**src/rtl/sdio_irq_bank.sv**
```systemverilog
// Interrupt/status register bank for the SDIO controller: W1C status with enables,
// edge/level source selection, software force and a hold-off throttled irq line.
module sdio_irq_bank #(
    parameter int         DW      = 8,
    parameter int         NUM_IRQ = 12,
    parameter logic [7:0] BASE    = 8'd64,
    parameter int         HOLDOFF = 0
) (
    input  logic               sys_clk,
    input  logic               rstn,
    input  logic               reg_wr,
    input  logic               reg_rd,
    input  logic [7:0]         reg_addr,
    input  logic [DW-1:0]      reg_wdata,
    output logic [DW-1:0]      reg_rdata,
    output logic               reg_rvalid,
    input  logic [NUM_IRQ-1:0] irq_src,
    output logic               irq,
    output logic [NUM_IRQ-1:0] irq_status
);

    localparam int         NW        = (NUM_IRQ + DW - 1) / DW;
    localparam int         PW        = NW * DW;
    localparam logic [7:0] HOLDOFF_L = 8'(HOLDOFF);

    localparam logic [2:0] SEL_STATUS = 3'd0;
    localparam logic [2:0] SEL_ENABLE = 3'd1;
    localparam logic [2:0] SEL_FORCE  = 3'd2;
    localparam logic [2:0] SEL_RAW    = 3'd3;
    localparam logic [2:0] SEL_EDGE   = 3'd4;

    logic [NUM_IRQ-1:0] status_q, status_d;
    logic [NUM_IRQ-1:0] enable_q, enable_d;
    logic [NUM_IRQ-1:0] edge_sel_q, edge_sel_d;
    logic [NUM_IRQ-1:0] src_d1_q, src_d1_d;
    logic [7:0]         holdoff_q, holdoff_d;
    logic               irq_q, irq_d;
    logic [DW-1:0]      reg_rdata_q, reg_rdata_d;
    logic               reg_rvalid_q, reg_rvalid_d;

    logic [8:0]         off;
    logic [2:0]         sel;
    logic [1:0]         word;
    logic               in_range;
    logic               wr_status, wr_enable, wr_force, wr_edge;
    logic [NUM_IRQ-1:0] word_mask;
    logic [NUM_IRQ-1:0] wr_bits;
    logic [NUM_IRQ-1:0] clr_bits;
    logic [NUM_IRQ-1:0] force_bits;
    logic [NUM_IRQ-1:0] event_bits;
    logic [NUM_IRQ-1:0] set_bits;
    logic [NUM_IRQ-1:0] cleared_bits;
    logic [NUM_IRQ-1:0] rd_bits;
    logic [PW-1:0]      rd_full;
    logic [DW-1:0]      rd_word;

    // Offset is computed in 9 bits so addresses below BASE land far out of range.
    assign off      = {1'b0, reg_addr} - {1'b0, BASE};
    assign sel      = off[4:2];
    assign word     = off[1:0];
    assign in_range = (off < 9'd20) && (int'(word) < NW);

    assign wr_status = reg_wr && in_range && (sel == SEL_STATUS);
    assign wr_enable = reg_wr && in_range && (sel == SEL_ENABLE);
    assign wr_force  = reg_wr && in_range && (sel == SEL_FORCE);
    assign wr_edge   = reg_wr && in_range && (sel == SEL_EDGE);

    always_comb begin
        word_mask = '0;
        wr_bits   = '0;
        for (int n = 0; n < NUM_IRQ; n++) begin
            word_mask[n] = (int'(word) == (n / DW));
            wr_bits[n]   = reg_wdata[n % DW] & word_mask[n];
        end
    end

    always_comb begin
        clr_bits   = wr_status ? wr_bits : '0;
        force_bits = wr_force ? wr_bits : '0;
        event_bits = irq_src & (~edge_sel_q | ~src_d1_q);
        set_bits   = event_bits | force_bits;
        status_d   = (status_q & ~clr_bits) | set_bits;
        src_d1_d   = irq_src;

        enable_d   = enable_q;
        edge_sel_d = edge_sel_q;
        if (wr_enable) begin
            enable_d = (enable_q & ~word_mask) | wr_bits;
        end
        if (wr_edge) begin
            edge_sel_d = (edge_sel_q & ~word_mask) | wr_bits;
        end
    end

    // Hold-off restarts only when a write really drops a pending bit; a bit
    // re-set by its source in the same cycle was never cleared.
    always_comb begin
        cleared_bits = status_q & clr_bits & ~set_bits;
        if (wr_status && (|cleared_bits)) begin
            holdoff_d = HOLDOFF_L;
        end else if (holdoff_q != 8'd0) begin
            holdoff_d = holdoff_q - 8'd1;
        end else begin
            holdoff_d = 8'd0;
        end
        irq_d = (|(status_q & enable_q)) && (holdoff_q == 8'd0);
    end

    always_comb begin
        rd_bits = '0;
        case (sel)
            SEL_STATUS: rd_bits = status_q;
            SEL_ENABLE: rd_bits = enable_q;
            SEL_FORCE:  rd_bits = '0;
            SEL_RAW:    rd_bits = src_d1_q;
            SEL_EDGE:   rd_bits = edge_sel_q;
            default:    rd_bits = '0;
        endcase
        rd_full                = '0;
        rd_full[NUM_IRQ-1:0]   = rd_bits;
        rd_word                = '0;
        for (int i = 0; i < NW; i++) begin
            if (int'(word) == i) begin
                rd_word = rd_full[i*DW +: DW];
            end
        end
    end

    // Reads sample pre-write state, so a read paired with a write sees old data.
    always_comb begin
        reg_rdata_d  = reg_rdata_q;
        reg_rvalid_d = reg_rd;
        if (reg_rd) begin
            reg_rdata_d = in_range ? rd_word : '0;
        end
    end

    always_ff @(posedge sys_clk or negedge rstn) begin
        if (!rstn) begin
            status_q     <= '0;
            enable_q     <= '0;
            edge_sel_q   <= '0;
            src_d1_q     <= '0;
            holdoff_q    <= 8'd0;
            irq_q        <= 1'b0;
            reg_rdata_q  <= '0;
            reg_rvalid_q <= 1'b0;
        end else begin
            status_q     <= status_d;
            enable_q     <= enable_d;
            edge_sel_q   <= edge_sel_d;
            src_d1_q     <= src_d1_d;
            holdoff_q    <= holdoff_d;
            irq_q        <= irq_d;
            reg_rdata_q  <= reg_rdata_d;
            reg_rvalid_q <= reg_rvalid_d;
        end
    end

    assign reg_rdata  = reg_rdata_q;
    assign reg_rvalid = reg_rvalid_q;
    assign irq        = irq_q;
    assign irq_status = status_q;

endmodule

```
**config.mk**
```make
export PLATFORM = sky130hd
export DESIGN_NAME = sdio_irq_bank
export DESIGN_NICKNAME = d
export VERILOG_FILES = /design/src/rtl/sdio_irq_bank.sv
export SDC_FILE = /design/constraint.sdc
export NUM_CORES = 1
export LEC_CHECK = 0
export CORE_AREA = 2 2 85 87
export CTS_CLUSTER_SIZE = 40
export DETAILED_ROUTE_END_ITERATION = 10
export DIE_AREA = 0 0 87 89
export PLACE_DENSITY_LB_ADDON = 0.25
export SLEW_MARGIN = 20
export SYNTH_ARGS = -nofsm -noshare
export SYNTH_HDL_FRONTEND = slang
export SYNTH_SLANG_ARGS = --single-unit
```
**constraint.sdc**
```tcl
create_clock -name sys_clk -period 1.9 [get_ports sys_clk]
set_clock_uncertainty 0.05 [all_clocks]
set_input_delay 0.19 -clock sys_clk [delete_from_list [all_inputs] [get_ports sys_clk]]
set_output_delay 0.19 -clock sys_clk [all_outputs]
set_load 0.1 [all_outputs]
```
==> After elaboration in Yosys (flattened, before gate mapping) <==
Cells that the tools add are included.
{ "classes": {"n_bitwise": 29, "n_reduce_logical": 14, "multipliers": 0, "n_shift": 0, "muxes": 8, "n_lt_le_gt_ge": 2, "eq_ne": 5, "div_mod_pow": 0, "add_sub_neg": 2} }
{ "op_table": {"columns": ["op", "count"], "rows": [
  ["12-bit bitwise AND", 7],
  ["12-bit inverter", 5],
  ["12-bit bitwise OR", 5],
  ["12-bit case mux with 4 select lines", 1],
  ["8-bit two-way mux", 5],
  ["12-bit two-way mux", 2],
  ["12-bit OR reduction", 2],
  ["1-bit bitwise AND", 12],
  ["9-bit by 5-bit less-than comparator with 1-bit output, second input constant", 1],
  ["8-bit by 7-bit subtractor with 9-bit output, second input constant", 1],
  ["1-bit logical AND", 8],
  ["8-bit zero test", 1],
  ["8-bit nonzero test", 1],
  ["8-bit by 1-bit subtractor with 8-bit output, second input constant", 1],
  ["3-bit by 2-bit equality test with 1-bit output, second input constant", 2],
  ["3-bit by 1-bit equality test with 1-bit output, second input constant", 1],
  ["3-bit equality test, second input constant", 1],
  ["3-bit zero test", 1],
  ["2-bit equality test, second input constant", 1],
  ["2-bit zero test", 1],
  ["2-bit less-than comparator, second input constant", 1]
]} }
{ "word_totals": {"word_cells": 68, "n_memories": 0, "reg_bits": 66, "ram_bits": 0, "input_bits": 32, "latchBits": 0, "mem_bits_ro": 0, "output_inout_bits": 22} }

==> Longest topological paths before layout <==
{ "depth": {"depth_word": 12, "depth_mapped": 7, "mapped_depth_nobuf": 6} }

==> Least setup slack after synthesis <==
No wires, ideal clock.
{ "synth_timing": {"kind": "register -> register", "from": "register status_q[8] (netlist: irq_status[8])", "to": "register reg_rdata_q[0] (netlist: reg_rdata[0])", "period_less_slack_ns": 2.111, "setup_time_ns": 0.116, "path_stages_with_launch": 5, "required_time_ns": 1.734, "t_arrival_ns": 1.946, "path_slack_ns": -0.211, "path_buffers": 0, "cell_sequence": "dfrtp_1 -> or3b_2 -> a21oi_1 -> nor3_1 -> o311ai_0"} }
{ "synth_between": {"elab_chain_cells": 3} }
{ "synth_lines": {"columns": ["element", "line_no", "rtl"], "rows": [
  ["from (decl)", "32", "logic [NUM_IRQ-1:0] status_q, status_d;"],
  ["from (signal assigned)", "149", "status_q <= status_d;"],
  ["12-bit case mux with 4 select lines", "111", "case (sel)"],
  ["8-bit two-way mux", "123", "if (int'(word) == i) begin"],
  ["8-bit two-way mux", "134", "reg_rdata_d = in_range ? rd_word : '0;"],
  ["to (signal assigned)", "155", "reg_rdata_q <= reg_rdata_d;"],
  ["to (decl)", "38", "logic [DW-1:0] reg_rdata_q, reg_rdata_d;"]
]} }
No other way between the ends.
A chain may end at the register's enable or synchronous reset.

==> results.md <==
* Worst setup SP type: flip-flop
* Largest net degree at the start of global routing at between 60 and 70
* Most frequent cells in the layout: 66 x buf_4, 59 x dfrtp_1, 30 x nand2_1, 30 x clkdlybuf4s50_1, 24 x mux2_2
* CTS clock-pin slew for the worst setup and hold paths at about 0.080 ns
* CP max stage delay at about 0.6 ns
* Tot Pwr at approximately 3.3 mW
* Die height at 89 um
* Gr ovfl total at 0
* Synth Cell Area at ~3300 um2
* Hold Path Class: in -> reg
* Worst hold start: irq_src[10]
* DP HPWL at roughly 6700 um
* Row cnt at 30
* Die Area at between 7000 and 8000 um2
* RePlAce Congestion at 0.915
* First-pass GRT wire length at ~15000 um
* H-tree levels at 3
* Via Count at roughly 2.8k
* Synth Register Bits at 66
* Power density over cell area at 733 nW/um2
* Area added between synthesis and finish at 33.2%
* Final ANT Viol Nets at 0
* Via/cell ratio at around 6
* Gr usage total at 0.247
* Slowest cell on crit path: o41a_2
* Final Util at 0.660
* Status: finished clean
* Die W at 87 um
* Critical Path Fanout Max at 8
* Syn Inst Count at between 200 and 300
* Tightest Pin Transition at approximately 0.58 ns
* Largest delay share family, worst path: compound AO/OA/AOI/OAI gates
* CTS Root Cell: clkbuf_8
* Critical path capture point type: flip-flop
* Ys async rst share at 1.00
* Avg WL per Cell at 18.6 um
* DRT iter0 DRCs at 127
* Post-synthesis sequential area ratio at 0.496
* Clock sinks at 66
* Worst-Skew Late Latency at 0.35 ns
* Core region area at roughly 6700 um2
* Max-slew headroom at 0.611
* Vias in the first global route at 2874
* Tmin final at between 1.5 and 2 ns
* Sw frac at 0.282
* Clk pwr share at 0.335
* Sw Pwr at 0.916 mW
* Max Cap Violations at 0
* Final-report hold violation count at 0
* Clk buf depth at 2
* Cell Chain, Critical Path: a21boi_1 -> o22ai_1 -> o41a_2 -> nor4b_1
* # Post-CTS Setup Buffers at 0
* Max Fclk at roughly 540 MHz
* Pleak at ~2.0 nW
* N_diodes at 0
* 1st-pass router iterations at 5
* Power share of the combinational group at 0.171
* TritonCTS buffer count at 9
* TritonCTS clock tree: done
* Initial Util at 0.496
* Setup violators final at 0
* Critical path buffer and inverter count at 0
* Initial antenna violation count at 0
* Synthesized area per cell at around 11 um2
* I/O Buffers at between 50 and 60
* Unrepaired setup endpoints after global routing: yes
* Power Internal at approximately 2.3 mW
* Post-synth EDFFs at 0
* YS warnings at 0
* Worst vdd ir at 0.506 mV
* CP required at roughly 2.1 ns
* Fin nets at 427
* Final Max Tran Viols at 0
* # DRC at 0
* Ports at between 50 and 60
* Main synth FF type: dfrtp_1
* Period utilization at 0.969
* Arrival time worst endpoint at about 2.0 ns
* Final WL at around 9000 um
* Syn Nets at approximately 330
* Sequential power share at 0.494
* Crit Path Category: reg -> reg
* Share of layout cells above drive strength 1 at 0.319
* Leading cell type in the layout, fill and taps excluded: buf_4
* Synth cell types at 53
## repair_timing
item | CTS | global route
endpoints found under the hold margin | 66 | 0
setup endpoints to repair | 2 | 15
gates resized for setup | 3 | 6
pin swaps | 0 | 0
hold buffers | 1 | 0
## logic make-up (layout without fill, tap and decap cells)
family | count (synthesis) | in the layout | share of synthesized area
compound gates | 76 | 76 | 0.176
xor+xnor | 3 | 3 | 0.00789
fa+ha+maj | 2 | 2 | 0.00751
buf+inv | 26 | 127 | 0.0342
flops | 66 | 66 | 0.496
mux | 38 | 38 | 0.123
simple gates | 86 | 86 | 0.155
## through the flow
stage	worst slack, ns	area [um2]	hold slack (ns)	std cells	TNS [ns]
2_1_floorplan	0.0344	3340	-0.156	297	0
3_3_place_gp	-0.294	4220	0.182	461	-8.27
3_5_place_dp	-0.327	4220	0.181	461	-9.14
4_1_cts	0.00684	4420	0.245	478	0
5_1_grt	-0.00722	4440	0.247	478	-0.00722
6_report	0.0592	4440	0.255	478	0
## layout make-up
class                           count  area, um2
Clock buffer                       12        155
Clock inverter                      4       26.3
Fill cell                         536       2280
Inverter                           10       37.5
Multi-Input combinational cell    205       1590
Sequential cell                    66       1660
Tap cell                           80        100
Timing Repair Buffer              101        871
## Yosys cell counts (7+ instances only)
cell type  number  share of area
dfrtp_1        66           0.50
nand2_1        30          0.034
mux2_2         24          0.081
mux2i_1        14          0.042
o22ai_1        14          0.026
a21boi_0       12          0.027
a221o_1        12          0.036
buf_2          10          0.015
inv_1          10          0.011
a21oi_1         9          0.014
a2bb2oi_1       9          0.024
nor3_1          9          0.014
nor2_1          7         0.0079
## per-layer routing
metal / global-route usage / part of all wire / vias to the layer above
li1: - / - / 1328
met1: 0.333 / 0.45 / 1414
met2: 0.398 / 0.48 / 78
met3: 0.0443 / 0.050 / 14
met4: 0.0966 / 0.016 / 0
met5: 0 / 0 / -
## worst paths after layout
kind                                                   end  slack [ns]  cells after the start
worst max-delay path                          holdoff_q[1]        0.06                      4
min in group asynchronous       asynchronous set/reset pin        0.33                      3
worst min register to register                holdoff_q[0]        0.43                      1
worst min-delay path                          src_d1_q[10]        0.25                      1
worst max register to register                holdoff_q[1]        0.06                      4
max in group asynchronous                    irq_status[0]        1.15                      3
## power by group through the flow
stage | combinational (mW) | clock (mW) | sequential (mW)
3_5_place_dp | 0.545 | 0 | 1.63
5_1_grt | 0.607 | 1.17 | 1.62
3_3_place_gp | 0.534 | 0 | 1.62
2_1_floorplan | 0.292 | 0 | 1.63
6_report | 0.556 | 1.09 | 1.61
4_1_cts | 0.553 | 1.11 | 1.60
(Power assumes the default switching activity.)
